$ cat config.mk
export PLATFORM = sky130hd
export DESIGN_NAME = osd_io_master
export DESIGN_NICKNAME = d
export VERILOG_FILES = /design/src/rtl/osd_io_pkg.sv /design/src/rtl/osd_io_master.sv
export SDC_FILE = /design/constraint.sdc
export NUM_CORES = 1
export LEC_CHECK = 0
export BUFFER_PORTS_ARGS = -buffer_cell sky130_fd_sc_hd__clkbuf_2
export CAP_MARGIN = 20
export CORE_MARGIN = 8
export CORE_UTILIZATION = 56
export CTS_CLUSTER_SIZE = 10
export DETAILED_ROUTE_END_ITERATION = 6
export PLACE_DENSITY = 0.94
export SLEW_MARGIN = 10
export SYNTH_ARGS = -nofsm -noshare
export SYNTH_HDL_FRONTEND = slang
export SYNTH_SLANG_ARGS = --single-unit
export TNS_END_PERCENT = 5
$ cat constraint.sdc
create_clock -name clk_sys -period 3.1 [get_ports clk_sys]
set_input_delay 0.155 -clock clk_sys [delete_from_list [all_inputs] [get_ports clk_sys]]
set_output_delay 0.155 -clock clk_sys [all_outputs]
set_load 0.005 [all_outputs]
$ cat src/rtl/osd_io_pkg.sv
// rtl/osd_io_pkg.sv - state encoding and default timing for the OSD I/O master
package osd_io_pkg;

  localparam logic [2:0] ST_IDLE   = 3'd0;
  localparam logic [2:0] ST_SETUP  = 3'd1;
  localparam logic [2:0] ST_STB_HI = 3'd2;
  localparam logic [2:0] ST_STB_LO = 3'd3;
  localparam logic [2:0] ST_WAIT   = 3'd4;
  localparam logic [2:0] ST_GAP    = 3'd5;

  localparam int DEF_SETUP_CYC = 1;
  localparam int DEF_HI_CYC    = 1;
  localparam int DEF_LO_CYC    = 1;
  localparam int DEF_GAP_CYC   = 2;

  localparam int CNT_W      = 4;
  localparam int WORD_CNT_W = 13;

  // Down-counter load value for a state lasting cyc cycles (exit on zero).
  function automatic logic [CNT_W-1:0] cyc_load(input int cyc);
    return CNT_W'(cyc - 1);
  endfunction

endpackage

$ cat src/rtl/osd_io_master.sv
// rtl/osd_io_master.sv - frames host words into io_osd/io_strobe/io_din transactions
module osd_io_master
  import osd_io_pkg::*;
#(
  parameter int SETUP_CYC = DEF_SETUP_CYC,
  parameter int HI_CYC    = DEF_HI_CYC,
  parameter int LO_CYC    = DEF_LO_CYC,
  parameter int GAP_CYC   = DEF_GAP_CYC
) (
  input  logic                  clk_sys,
  input  logic                  reset,
  input  logic                  cmd_valid,
  output logic                  cmd_ready,
  input  logic [15:0]           cmd_word,
  input  logic                  cmd_last,
  input  logic                  cmd_abort,
  output logic                  io_osd,
  output logic                  io_strobe,
  output logic [15:0]           io_din,
  output logic                  busy,
  output logic [WORD_CNT_W-1:0] word_cnt
);

  localparam logic [CNT_W-1:0] LD_SETUP   = cyc_load(SETUP_CYC);
  localparam logic [CNT_W-1:0] LD_HI      = cyc_load(HI_CYC);
  localparam logic [CNT_W-1:0] LD_LO_LAST = cyc_load(LO_CYC);
  localparam logic [CNT_W-1:0] LD_LO_MID  = cyc_load(LO_CYC - 1);
  localparam logic [CNT_W-1:0] LD_GAP     = cyc_load(GAP_CYC);

  logic [2:0]            state;
  logic [CNT_W-1:0]      cnt;
  logic                  last_flag;
  logic                  xfer;
  logic                  cnt_done;
  logic                  abort_hit;
  logic [WORD_CNT_W-1:0] word_cnt_inc;

  assign cmd_ready    = ((state == ST_IDLE) || (state == ST_WAIT)) && !cmd_abort;
  assign xfer         = cmd_valid && cmd_ready;
  assign cnt_done     = (cnt == '0);
  assign busy         = (state != ST_IDLE);
  assign abort_hit    = cmd_abort && (state != ST_IDLE) && (state != ST_GAP);
  assign word_cnt_inc = (word_cnt == '1) ? word_cnt : word_cnt + 1'b1;

  always_ff @(posedge clk_sys) begin
    if (reset) begin
      state     <= ST_IDLE;
      cnt       <= '0;
      last_flag <= 1'b0;
      io_osd    <= 1'b0;
      io_strobe <= 1'b0;
      io_din    <= '0;
      word_cnt  <= '0;
    end else if (abort_hit) begin
      state     <= ST_GAP;
      cnt       <= LD_GAP;
      io_osd    <= 1'b0;
      io_strobe <= 1'b0;
    end else begin
      case (state)
        ST_IDLE: begin
          if (xfer) begin
            state     <= ST_SETUP;
            cnt       <= LD_SETUP;
            io_osd    <= 1'b1;
            io_din    <= cmd_word;
            last_flag <= cmd_last;
            word_cnt  <= '0;
          end
        end
        ST_SETUP: begin
          if (cnt_done) begin
            state     <= ST_STB_HI;
            cnt       <= LD_HI;
            io_strobe <= 1'b1;
            word_cnt  <= word_cnt_inc;
          end else begin
            cnt <= cnt - 1'b1;
          end
        end
        // A continuing word spends its final low cycle in WAIT so the next
        // word can be taken there; the last word closes the frame as the strobe falls.
        ST_STB_HI: begin
          if (cnt_done) begin
            io_strobe <= 1'b0;
            if (last_flag) begin
              state  <= ST_STB_LO;
              cnt    <= LD_LO_LAST;
              io_osd <= 1'b0;
            end else if (LO_CYC > 1) begin
              state <= ST_STB_LO;
              cnt   <= LD_LO_MID;
            end else begin
              state <= ST_WAIT;
            end
          end else begin
            cnt <= cnt - 1'b1;
          end
        end
        ST_STB_LO: begin
          if (cnt_done) begin
            if (last_flag) begin
              state <= ST_GAP;
              cnt   <= LD_GAP;
            end else begin
              state <= ST_WAIT;
            end
          end else begin
            cnt <= cnt - 1'b1;
          end
        end
        ST_WAIT: begin
          if (xfer) begin
            state     <= ST_STB_HI;
            cnt       <= LD_HI;
            io_strobe <= 1'b1;
            io_din    <= cmd_word;
            last_flag <= cmd_last;
            word_cnt  <= word_cnt_inc;
          end
        end
        ST_GAP: begin
          if (cnt_done) begin
            state <= ST_IDLE;
          end else begin
            cnt <= cnt - 1'b1;
          end
        end
        default: begin
          state     <= ST_IDLE;
          io_osd    <= 1'b0;
          io_strobe <= 1'b0;
        end
      endcase
    end
  end

endmodule
**Word level (Yosys, flattened, before mapping)**

Index checks and enable logic that the tools add are counted.

- ROM bits: 0
- Memories kept: 0
- Input port bits: 21
- Latch bits: 0
- RAM bits: 0
- Register bits after elaboration: 39

- Equality and inequality tests: 28
- $mul: 0
- Div/mod/pow operators: 0
- $add $sub $neg: 2
- Shift-type cells: 0
- Bitwise operators: 3
- Magnitude comparators: 0
- Reductions and logical operators: 24
- Multiplexer cells: 31

Operators with widths:

| operator | count |
|---|---|
| 2-to-1 mux 13 bit | 4 |
| case mux 13 bit (3 select lines) | 1 |
| != test 3 bit (second input constant) | 10 |
| 2-to-1 mux 4 bit | 7 |
| 2-to-1 mux 3 bit | 8 |
| case mux 4 bit (5 select lines) | 1 |
| case mux 3 bit (6 select lines) | 1 |
| != test 2 bit (second input constant) | 8 |
| AND reduction 5 bit | 3 |
| adder 13 x 1 -> 13 bit (second input constant) | 1 |
| == test 13 bit (second input constant) | 1 |
| AND reduction 6 bit | 2 |
| != test 4 bit (second input constant) | 2 |
| AND reduction 4 bit | 2 |
| 2-to-1 mux 1 bit | 7 |
| == test 3 x 2 -> 1 bit (second input constant) | 2 |
| == test 3 bit (second input constant) | 2 |
| nonzero test 3 bit | 2 |
| nonzero test 6 bit | 1 |
| nonzero test 5 bit | 1 |
| logical AND 1 bit | 4 |
| logical NOT 4 bit | 1 |
| case mux 1 bit (4 select lines) | 1 |
| OR reduction 2 bit | 2 |
| other kinds (12) | 14 |

**Longest topological paths before layout**

Gate-level depths: netlist of run 1.

- Depth in word-level cells: 7
- Mapped depth: 8
- Gate-level depth less buffers: 7

**Worst setup path before layout of run 1**

OpenSTA, ideal clock, no wires.

- Path kind: flip-flop to flip-flop
- Start: register cnt[0]
- End: register word_cnt[7]
- Setup slack: 1.309 ns
- Arrival: 1.722 ns
- Cell stages (with the launch flop): 8
- Path buffers: 0
- Data required time: 3.031 ns
- Path through: dfxtp_1 -> inv_1 -> ha_1 -> nor3b_4 -> a31oi_2 -> a31o_1 -> or4_1 -> o21ai_1

- Cells in the longest elaborated chain, start to end: 3

Ends and longest elaborated chain:

| element | RTL line | source |
|---|---|---|
| from (decl) | osd_io_master.sv:31 | `logic [CNT_W-1:0] cnt;` |
| from (signal assigned) | osd_io_master.sv:78 | `cnt <= cnt - 1'b1;` |
| from (signal assigned) | osd_io_master.sv:97 | `cnt <= cnt - 1'b1;` |
| from (signal assigned) | osd_io_master.sv:109 | `cnt <= cnt - 1'b1;` |
| logical NOT 4 bit | osd_io_master.sv:40 | `assign cnt_done = (cnt == '0);` |
| != test 2 bit (no source line) | - |  |
| AND reduction 5 bit (no source line) | - |  |
| to (signal assigned) | osd_io_master.sv:76 | `word_cnt <= word_cnt_inc;` |
| to (signal assigned) | osd_io_master.sv:119 | `word_cnt <= word_cnt_inc;` |
| to (decl) | osd_io_master.sv:21 | `output logic [WORD_CNT_W-1:0] word_cnt` |

Every way passes these cells.
A chain may end at the register's enable or synchronous reset.

**Final worst setup path of run 1**

- Start: register state[0]
- End: register word_cnt[5]

- Cells in the longest elaborated chain, start to end: 6

Ends and longest elaborated chain:

| element | RTL line | source |
|---|---|---|
| from (decl) | osd_io_master.sv:30 | `logic [2:0] state;` |
| from (signal assigned) | osd_io_master.sv:47 | `state <= ST_IDLE;` |
| from (signal assigned) | osd_io_master.sv:55 | `state <= ST_GAP;` |
| from (signal assigned) | osd_io_master.sv:63 | `state <= ST_SETUP;` |
| == test 3 bit or logical NOT 3 bit (tied branches) | osd_io_master.sv:38, osd_io_master.sv:60 |  |
| logical OR 1 bit | osd_io_master.sv:38 | `assign cmd_ready = ((state == ST_IDLE) \|\| (state == ST_WAIT)) && !cmd_abort;` |
| logical AND 1 bit | osd_io_master.sv:38 |  |
| logical AND 1 bit | osd_io_master.sv:39 | `assign xfer = cmd_valid && cmd_ready;` |
| != test 2 bit (no source line) | - |  |
| AND reduction 5 bit (no source line) | - |  |

Several ways; a longest one is shown, not always the timed one.

==> flow_summary.html, run 1 <==
<table>
<tr><th>Metric</th><th>Value</th></tr>
<tr><th colspan="2">Timing</th></tr>
<tr><td>Headroom to the max-slew limit</td><td>between 50 and 60%</td></tr>
<tr><td>Hold Vio Cnt, Final</td><td>0</td></tr>
<tr><td>Max-slew violations</td><td>0</td></tr>
<tr><td>Time the worst path needs with I/O delays and setup</td><td>around 2.3 ns</td></tr>
<tr><td>Achievable clock frequency</td><td>439 MHz</td></tr>
<tr><td>Sum of negative setup slack</td><td>0 ns</td></tr>
<tr><td>Final Skew</td><td>0.00960 ns</td></tr>
<tr><td>Share of the clock period used by the worst path after layout</td><td>around 73%</td></tr>
<tr><td>Worst Max-Slew Pin Slew</td><td>~0.67 ns</td></tr>
<tr><td>Setup Viol. Count Final</td><td>0</td></tr>
<tr><td>Setup repair after global routing missed its margin</td><td>no</td></tr>
<tr><th colspan="2">Synthesis</th></tr>
<tr><td>Post-synthesis share of cell area spent on full adders, half adders and majority gates</td><td>about 1.9%</td></tr>
<tr><td>Combinational family with the most area after synthesis</td><td>simple AND/OR/NAND/NOR gates</td></tr>
<tr><td>Xor and xnor area share after synthesis</td><td>~2.2%</td></tr>
<tr><td>FFs w/ async S/R, synth</td><td>0%</td></tr>
<tr><td>YS warnings</td><td>0</td></tr>
<tr><td>Area fraction in and, or, nand and nor cells after synthesis</td><td>29.7%</td></tr>
<tr><td>Proportion of synthesized chip area in sequential cells</td><td>between 30% and 40%</td></tr>
<tr><td>Portion of netlist area occupied by mux cells</td><td>under 10%</td></tr>
<tr><td>Number of enable-type register cells in the synthesized netlist</td><td>0</td></tr>
<tr><td>Synth Cell Area</td><td>0.00199 mm2</td></tr>
<tr><td>Average instance area after synthesis</td><td>between 7 and 8 um2</td></tr>
<tr><td>Net count after synthesis</td><td>between 200 and 300</td></tr>
<tr><td>Flip-flop and latch count after synthesis</td><td>39</td></tr>
<tr><td>Complex-gate fraction of the synthesized area</td><td>21.3%</td></tr>
<tr><td>Number of distinct library cell variants in the gate-level netlist after synthesis</td><td>55</td></tr>
<tr><td>Gate count after technology mapping</td><td>250</td></tr>
<tr><td>Top_reg_cell synth</td><td>sky130_fd_sc_hd__dfxtp_1</td></tr>
<tr><th colspan="2">Pwr</th></tr>
<tr><td>Sequential cell fraction of total power</td><td>between 30% and 40%</td></tr>
<tr><td>Power density relative to cell area</td><td>776 mW/mm2</td></tr>
<tr><td>Switching Power</td><td>between 0.7 and 0.8 mW</td></tr>
<tr><td>Fraction of power consumed by the clock network</td><td>between 10% and 20%</td></tr>
<tr><td>Internal power summed over all cells</td><td>~1.1 mW</td></tr>
<tr><td>Leakage</td><td>0.958 nW</td></tr>
<tr><td>Sw Ratio</td><td>roughly two fifths</td></tr>
<tr><td>Worst ir drop on vdd</td><td>between 0.4 and 0.5 mV</td></tr>
<tr><td>Portion of total power attributed to combinational logic</td><td>between 40% and 50%</td></tr>
<tr><th colspan="2">Die</th></tr>
<tr><td>Die area</td><td>approximately 0.0057 mm2</td></tr>
<tr><td>Starting utilization of the core area</td><td>59.1%</td></tr>
<tr><td>Total core area</td><td>roughly 0.0034 mm2</td></tr>
<tr><td>Number of rows in the core area</td><td>21</td></tr>
<tr><td>Die Span X</td><td>75.6 um</td></tr>
<tr><td>Die Ht</td><td>75.6 um</td></tr>
<tr><td># IOs</td><td>between 50 and 60</td></tr>
<tr><th colspan="2">Final layout</th></tr>
<tr><td>Area of the multi-input gates</td><td>between 0.001 and 0.0015 mm2</td></tr>
<tr><td>Most used cells in the layout excluding fill and tap cells</td><td>53 x sky130_fd_sc_hd__clkbuf_2, 44 x sky130_fd_sc_hd__nand2_1, 39 x sky130_fd_sc_hd__dfxtp_1</td></tr>
<tr><td>Number of diodes added for antenna fixing</td><td>0</td></tr>
<tr><td>Fill cell total of the finished layout</td><td>between 200 and 300</td></tr>
<tr><td>Sequential cell area</td><td>781 um2</td></tr>
<tr><td>Layout area overhead</td><td>20.8%</td></tr>
<tr><td>Leading cell type in the layout, fill and taps excluded</td><td>sky130_fd_sc_hd__clkbuf_2</td></tr>
<tr><td>Final standard cell utilization of the core</td><td>a little over 70%</td></tr>
<tr><td>Layout net count</td><td>~330</td></tr>
<tr><td>Layout cells sized above 1</td><td>about a quarter</td></tr>
<tr><th colspan="2">Setup path</th></tr>
<tr><td>Worst R2R End</td><td>word_cnt[5]</td></tr>
<tr><td>Worst-case register-to-register setup slack</td><td>roughly 0.82 ns</td></tr>
<tr><td>CP Data Arrival Time</td><td>2.54 ns</td></tr>
<tr><td>Data required time of the critical path</td><td>3.36 ns</td></tr>
<tr><td>Maximum net fanout on the critical path</td><td>18</td></tr>
<tr><td>Maximum cell stage delay along the critical path</td><td>0.92 ns</td></tr>
<tr><td>Reg-to-Reg Start</td><td>state[0]</td></tr>
<tr><td>Element type at the critical path end</td><td>register</td></tr>
<tr><td>Crit-path slowest cell</td><td>sky130_fd_sc_hd__or4b_1</td></tr>
<tr><td>Type of element launching the critical path</td><td>register</td></tr>
<tr><td>Series of cell instances along the critical path</td><td>or4b_1 &gt; o21bai_4 &gt; o21ba_4 &gt; o21ai_1 &gt; o41ai_1</td></tr>
<tr><td>Number of cells on the worst reg-to-reg path</td><td>5</td></tr>
<tr><td>Kind of critical path</td><td>register to register</td></tr>
<tr><th colspan="2">Clocking</th></tr>
<tr><td>Number of buffers added for setup after CTS</td><td>0</td></tr>
<tr><td>Clock transition at the registers of the reported paths</td><td>between 0.1 and 0.15 ns</td></tr>
<tr><td>Clock root buffer</td><td>sky130_fd_sc_hd__clkbuf_4</td></tr>
<tr><td>Post_cts resized</td><td>0</td></tr>
<tr><td>Hold Buf Count CTS</td><td>4</td></tr>
<tr><td>Clock H-tree levels</td><td>2</td></tr>
<tr><td>Buffer depth of the longest clock path</td><td>2</td></tr>
<tr><td>Clock buffers created by TritonCTS</td><td>5</td></tr>
<tr><td>Clk sinks</td><td>39</td></tr>
<tr><td>CTS tree</td><td>built</td></tr>
<tr><td>Clk Latency, worst-skew pair</td><td>between 0.3 and 0.4 ns</td></tr>
<tr><th colspan="2">Place</th></tr>
<tr><td>Count of input and output buffers</td><td>53</td></tr>
<tr><td>Global placement routability congestion</td><td>between 0.8 and 0.9</td></tr>
<tr><td>Placed wire-length estimate</td><td>3.57 mm</td></tr>
<tr><th colspan="2">Route</th></tr>
<tr><td>Detailed-route DRC error count</td><td>0</td></tr>
<tr><td>Remaining antenna violation count after routing</td><td>0</td></tr>
<tr><td>Initial DRT Pass Iterations</td><td>4</td></tr>
<tr><td>Vias per cell</td><td>between 5 and 6</td></tr>
<tr><td>Starting DRC count in detailed routing</td><td>around 210</td></tr>
<tr><td>Final WL</td><td>between 5 and 6 mm</td></tr>
<tr><td>Average wire per standard cell</td><td>~15 um</td></tr>
<tr><td>Overall via count from detail_route</td><td>2000</td></tr>
<tr><th colspan="2">Hold path</th></tr>
<tr><td>Endpoint of the worst hold-timing path</td><td>io_din[13]</td></tr>
<tr><td>Tightest Hold Check Type</td><td>input pin to register</td></tr>
<tr><td>Worst hold path depth</td><td>3</td></tr>
<tr><td>Startpoint of the most critical hold path</td><td>cmd_word[13]</td></tr>
<tr><th colspan="2">Outcome</th></tr>
<tr><td>Status</td><td>completed</td></tr>
<tr><th colspan="2">Global routing</th></tr>
<tr><td>Total congestion overflow after global routing</td><td>0</td></tr>
<tr><td>Number of global-route vias before repair</td><td>1954</td></tr>
<tr><td>Total Routing Usage GR</td><td>between 20% and 30%</td></tr>
<tr><td>Wire length of the first global-routing pass</td><td>around 8.9 mm</td></tr>
<tr><td>Initial antenna violation count</td><td>0</td></tr>
<tr><td>Maximum number of pins on one net before global-route repair</td><td>25</td></tr>
<tr><th colspan="2">Flow run</th></tr>
<tr><td>Maximum Capacitance Violations</td><td>0</td></tr>
</table>
## flip-flops by register name (all words and copies together) (netlist names)
name	count
io_strobe	1
io_din	16
last_flag	1
word_cnt	13
io_osd	1
state	3
cnt	4
## cell usage after synthesis (5+ instances only)
| master | n | area [um2] |
|---|---|---|
| sky130_fd_sc_hd__clkbuf_1 | 8 | 30.0 |
| sky130_fd_sc_hd__dfxtp_1 | 39 | 781 |
| sky130_fd_sc_hd__nor2_1 | 21 | 78.8 |
| sky130_fd_sc_hd__nor3_1 | 5 | 25.0 |
| sky130_fd_sc_hd__o21ai_0 | 9 | 45.0 |
| sky130_fd_sc_hd__nand2b_1 | 6 | 37.5 |
| sky130_fd_sc_hd__a21oi_1 | 26 | 130 |
| sky130_fd_sc_hd__or3_1 | 5 | 31.3 |
| sky130_fd_sc_hd__nand2_1 | 44 | 165 |
| sky130_fd_sc_hd__nor2b_1 | 5 | 31.3 |
| sky130_fd_sc_hd__o21ai_1 | 8 | 40.0 |
| sky130_fd_sc_hd__inv_1 | 7 | 26.3 |
| sky130_fd_sc_hd__nand4_1 | 6 | 37.5 |
| sky130_fd_sc_hd__nand3_1 | 6 | 30.0 |
## how the worst max path moves through the flow
| stage | start | end | slack (ns) | cells after the start |
|---|---|---|---|---|
| after floorplan | cnt[0] | word_cnt[7] | 1.31 | 7 |
| after global placement | state[0] | word_cnt[6] | 0.93 | 5 |
| after detailed placement | state[0] | word_cnt[6] | 0.87 | 5 |
| after CTS | state[0] | word_cnt[6] | 0.83 | 5 |
| after global routing | state[0] | word_cnt[6] | 0.66 | 5 |
| final | state[0] | word_cnt[5] | 0.82 | 5 |
## power by group through the flow
stage                     combinational (mW)  clock, mW  sequential [mW]
after global routing                   0.905      0.378            0.710
after detailed placement               0.789          0            0.702
final                                  0.814      0.352            0.697
after global placement                 0.765          0            0.698
after CTS                              0.804      0.357            0.692
after floorplan                        0.670          0            0.646
## cells by family (layout without fill, tap and decap cells)
kind of cell,Yosys count,in the layout
compound gates,66,66
xor+xnor,5,5
fa+ha+maj,3,3
buf+inv,21,76
flops,39,39
mux,2,2
simple gates,114,114
## worst max-delay path, delay by kind of cell (launching register included)
family,cells,cell delay [ns]
compound gates,4,0.74
simple gates,1,0.92
flops,1,0.51
## per-layer routing
metal	vias up	wire length, um	track usage [%]
li1	988	-	-
met1	910	2300	23.3
met2	91	2430	31.7
met3	11	570	8.82
met4	0	83	7.46
met5	-	0	0
## through the flow
stage	area (um2)	cells	power, mW	setup slack (ns)	hold WS, ns
floorplan	1990	250	1.32	1.31	0.291
global placement	2260	337	1.46	0.929	0.379
detailed placement	2260	337	1.49	0.873	0.384
CTS	2380	349	1.85	0.833	0.00207
global route	2400	351	1.99	0.664	0.00629
finish	2400	351	1.86	0.824	0.0112
## layout make-up
| cell class | instances | area share [%] |
|---|---|---|
| multi-input cells | 190 | 46.4 |
| flip-flops and latches | 39 | 32.5 |
| repair buffers | 61 | 14.2 |
| well taps | 46 | 2.40 |
| clock inverters | 3 | 1.82 |
| clock buffers | 5 | 1.56 |
| inverters | 7 | 1.09 |
(Power assumes the default switching activity.)
==> inputs of run 2 (changes only) <==
--- a/config.mk
+++ b/config.mk
@@ -8,10 +8,10 @@
 export BUFFER_PORTS_ARGS = -buffer_cell sky130_fd_sc_hd__clkbuf_2
 export CAP_MARGIN = 20
 export CORE_MARGIN = 8
-export CORE_UTILIZATION = 56
+export CORE_UTILIZATION = 52
 export CTS_CLUSTER_SIZE = 10
 export DETAILED_ROUTE_END_ITERATION = 6
-export PLACE_DENSITY = 0.94
+export PLACE_DENSITY = 0.89
 export SLEW_MARGIN = 10
 export SYNTH_ARGS = -nofsm -noshare
 export SYNTH_HDL_FRONTEND = slang
==> constraint.sdc (replaced) <==
create_clock -name clk_sys -period 2.34 [get_ports clk_sys]
set_input_delay 0.117 -clock clk_sys [delete_from_list [all_inputs] [get_ports clk_sys]]
set_output_delay 0.117 -clock clk_sys [all_outputs]
set_load 0.005 [all_outputs]
==> run 2 against run 1 <==
Register-to-register slack got worse by 0.47 ns. Cell count did not move. Combinational power increased by 41%. Largest cell class unchanged. Largest power group unchanged.
==> flow_summary.html, run 2 (same netlist as run 1, synthesis figures left out) <==
<table>
<tr><th>Metric</th><th>Value</th></tr>
<tr><th colspan="2">Clocking</th></tr>
<tr><td>Clock transition at the registers of the reported paths</td><td>0.08 ns (was 0.13 ns)</td></tr>
<tr><td>Buffer depth of the longest clock path</td><td>2 (unchanged)</td></tr>
<tr><td>Number of buffers added for setup after CTS</td><td>0 (unchanged)</td></tr>
<tr><td>Clk sinks</td><td>39 (unchanged)</td></tr>
<tr><td>Clock H-tree levels</td><td>2 (unchanged)</td></tr>
<tr><td>CTS tree</td><td>built (unchanged)</td></tr>
<tr><td>Hold Buf Count CTS</td><td>0 (was 4)</td></tr>
<tr><td>Post_cts resized</td><td>0 (unchanged)</td></tr>
<tr><td>Clock buffers created by TritonCTS</td><td>5 (unchanged)</td></tr>
<tr><td>Clk Latency, worst-skew pair</td><td>0.29 ns (was 0.36 ns)</td></tr>
<tr><td>Clock root buffer</td><td>sky130_fd_sc_hd__clkbuf_8 (was sky130_fd_sc_hd__clkbuf_4)</td></tr>
<tr><th colspan="2">Die</th></tr>
<tr><td>Total core area</td><td>0.00366 mm2 (was 0.00336 mm2)</td></tr>
<tr><td>Number of rows in the core area</td><td>22 (was 21)</td></tr>
<tr><td>Die area</td><td>0.00606 mm2 (was 0.00571 mm2)</td></tr>
<tr><td># IOs</td><td>54 (unchanged)</td></tr>
<tr><td>Starting utilization of the core area</td><td>54.3% (was 59.1%)</td></tr>
<tr><td>Die Ht</td><td>77.8 um (was 75.6 um)</td></tr>
<tr><td>Die Span X</td><td>77.8 um (was 75.6 um)</td></tr>
<tr><th colspan="2">Timing</th></tr>
<tr><td>Max-slew violations</td><td>0 (unchanged)</td></tr>
<tr><td>Time the worst path needs with I/O delays and setup</td><td>1.98 ns (was 2.28 ns)</td></tr>
<tr><td>Final Skew</td><td>0.00838 ns (was 0.00960 ns)</td></tr>
<tr><td>Achievable clock frequency</td><td>505 MHz (was 439 MHz)</td></tr>
<tr><td>Headroom to the max-slew limit</td><td>67.8% (was 55.2%)</td></tr>
<tr><td>Setup repair after global routing missed its margin</td><td>no (unchanged)</td></tr>
<tr><td>Sum of negative setup slack</td><td>0 ns (unchanged)</td></tr>
<tr><td>Hold Vio Cnt, Final</td><td>0 (unchanged)</td></tr>
<tr><td>Worst Max-Slew Pin Slew</td><td>0.479 ns (was 0.671 ns)</td></tr>
<tr><td>Worst hold margin</td><td>0.0374 ns (was 0.0112 ns)</td></tr>
<tr><td>Setup Viol. Count Final</td><td>0 (unchanged)</td></tr>
<tr><td>Share of the clock period used by the worst path after layout</td><td>84.7% (was 73.4%)</td></tr>
<tr><th colspan="2">Place</th></tr>
<tr><td>Placed wire-length estimate</td><td>3.56 mm (was 3.57 mm)</td></tr>
<tr><td>Global placement routability congestion</td><td>0.892 (was 0.876)</td></tr>
<tr><td>Count of input and output buffers</td><td>53 (unchanged)</td></tr>
<tr><td>Total instance count after detailed placement</td><td>343 (was 337)</td></tr>
<tr><th colspan="2">Outcome</th></tr>
<tr><td>Status</td><td>completed (unchanged)</td></tr>
<tr><th colspan="2">Route</th></tr>
<tr><td>Remaining antenna violation count after routing</td><td>0 (unchanged)</td></tr>
<tr><td>Initial DRT Pass Iterations</td><td>4 (unchanged)</td></tr>
<tr><td>Detailed-route DRC error count</td><td>0 (unchanged)</td></tr>
<tr><td>Vias per cell</td><td>5.53 (was 5.70)</td></tr>
<tr><td>Starting DRC count in detailed routing</td><td>103 (was 206)</td></tr>
<tr><td>Average wire per standard cell</td><td>13.9 um (was 15.3 um)</td></tr>
<tr><td>Final WL</td><td>4.89 mm (was 5.39 mm)</td></tr>
<tr><td>Overall via count from detail_route</td><td>1941 (was 2000)</td></tr>
<tr><th colspan="2">Global routing</th></tr>
<tr><td>Maximum number of pins on one net before global-route repair</td><td>25 (unchanged)</td></tr>
<tr><td>Total congestion overflow after global routing</td><td>0 (unchanged)</td></tr>
<tr><td>Number of global-route vias before repair</td><td>1889 (was 1954)</td></tr>
<tr><td>Wire length of the first global-routing pass</td><td>8.20 mm (was 8.93 mm)</td></tr>
<tr><td>Total Routing Usage GR</td><td>16.1% (was 20.0%)</td></tr>
<tr><td>Initial antenna violation count</td><td>0 (unchanged)</td></tr>
<tr><th colspan="2">Final layout</th></tr>
<tr><td>Biggest registers after layout</td><td>io_din x16, word_cnt x13, cnt x4 (unchanged)</td></tr>
<tr><td>Leading cell type in the layout, fill and taps excluded</td><td>sky130_fd_sc_hd__clkbuf_2 (unchanged)</td></tr>
<tr><td>Number of diodes added for antenna fixing</td><td>0 (unchanged)</td></tr>
<tr><td>Layout cells sized above 1</td><td>25.7% (was 24.3%)</td></tr>
<tr><td>Layout area overhead</td><td>20.5% (was 20.8%)</td></tr>
<tr><td>Most used cells in the layout excluding fill and tap cells</td><td>53 x sky130_fd_sc_hd__clkbuf_2, 44 x sky130_fd_sc_hd__nand2_1, 39 x sky130_fd_sc_hd__dfxtp_1 (unchanged)</td></tr>
<tr><td>Count of non-filler cells in the finished layout</td><td>351 (unchanged)</td></tr>
<tr><td>Fill cell total of the finished layout</td><td>325 (was 286)</td></tr>
<tr><td>Number of flip-flops in the largest register</td><td>16 (unchanged)</td></tr>
<tr><td>Layout net count</td><td>326 (was 328)</td></tr>
<tr><td>Register name with the most flops</td><td>io_din (unchanged)</td></tr>
<tr><th colspan="2">Flow run</th></tr>
<tr><td>Maximum Capacitance Violations</td><td>0 (unchanged)</td></tr>
<tr><th colspan="2">Setup path</th></tr>
<tr><td>Worst-case register-to-register setup slack</td><td>0.36 ns (was 0.82 ns)</td></tr>
<tr><td>Number of cells on the worst reg-to-reg path</td><td>5 (unchanged)</td></tr>
<tr><td>Maximum net fanout on the critical path</td><td>9 (was 18)</td></tr>
<tr><td>Reg-to-Reg Start</td><td>state[0] (unchanged)</td></tr>
<tr><td>Worst R2R End</td><td>word_cnt[7] (was word_cnt[5])</td></tr>
<tr><td>Type of element launching the critical path</td><td>register (unchanged)</td></tr>
<tr><td>CP Data Arrival Time</td><td>2.20 ns (was 2.54 ns)</td></tr>
<tr><td>Element type at the critical path end</td><td>register (unchanged)</td></tr>
<tr><td>Data required time of the critical path</td><td>2.56 ns (was 3.36 ns)</td></tr>
<tr><td>Launching instance or port of the critical path</td><td>state[0] (unchanged)</td></tr>
<tr><td>Kind of critical path</td><td>register to register (unchanged)</td></tr>
<tr><th colspan="2">Hold path</th></tr>
<tr><td>Tightest Hold Check Type</td><td>input pin to register (unchanged)</td></tr>
<tr><td>Endpoint of the worst hold-timing path</td><td>io_din[5] (was io_din[13])</td></tr>
<tr><td>Startpoint of the most critical hold path</td><td>cmd_word[5] (was cmd_word[13])</td></tr>
<tr><td>Worst hold path depth</td><td>3 (unchanged)</td></tr>
<tr><th colspan="2">Pwr</th></tr>
<tr><td>Leakage</td><td>0.958 nW (about the same)</td></tr>
<tr><td>Power density relative to cell area</td><td>1050 mW/mm2 (was 776 mW/mm2)</td></tr>
<tr><td>Worst ir drop on vdd</td><td>0.676 mV (was 0.499 mV)</td></tr>
</table>
==> run 2: power by group <==
| part | internal, mW | total, mW | switching (mW) |
|---|---|---|---|
| clock network | 0.268 | 0.497 | 0.229 |
| registers | 0.764 | 0.875 | 0.112 |
| logic | 0.510 | 1.15 | 0.642 |
==> run 2: routing by layer <==
layer	routed length (um)	track usage [%]
met2	2380	28.0
met1	2090	17.2
met5	0	0
met3	372	6.57
met4	51	5.66
==> run 2: per-stage QoR <==
step           setup WS, ns  utilization (%)  total power [mW]  area (um2)
2_1_floorplan         0.549                -              1.74        1990
3_3_place_gp          0.515             62.6              2.01        2290
3_5_place_dp          0.409             62.6              2.03        2290
4_1_cts               0.383             65.4              2.53        2390
5_1_grt               0.242             65.4              2.72        2390
6_report              0.359             65.4              2.52        2390
==> run 2: final cells by class <==
cell class              count  area [um2]  share of cell area (%)
well taps                  48        60.1                    2.51
clock buffers               7        96.3                    4.02
inverters                   7        26.3                    1.10
clock inverters             1        7.51                   0.313
flip-flops and latches     39         781                    32.6
repair buffers             59         310                    13.0
multi-input cells         190        1110                    46.5
==> run 2: worst max-delay path, cell delays in order (launching register included) <==
cell and delay [ns]:
sky130_fd_sc_hd__dfxtp_1 0.55, sky130_fd_sc_hd__nor2b_1 0.37, sky130_fd_sc_hd__a31oi_2 0.24, sky130_fd_sc_hd__a31o_1 0.27, sky130_fd_sc_hd__or4_1 0.40, sky130_fd_sc_hd__o21ai_1 0.09
==> run 2: how the worst max path moves through the flow <==
stage / to / slack (ns) / depth (start not counted)
final: word_cnt[7] / 0.36 / 5
after global routing: word_cnt[11] / 0.24 / 6
after CTS: word_cnt[11] / 0.38 / 6
after detailed placement: word_cnt[11] / 0.41 / 6
after global placement: word_cnt[11] / 0.51 / 6
after floorplan: word_cnt[7] / 0.55 / 7
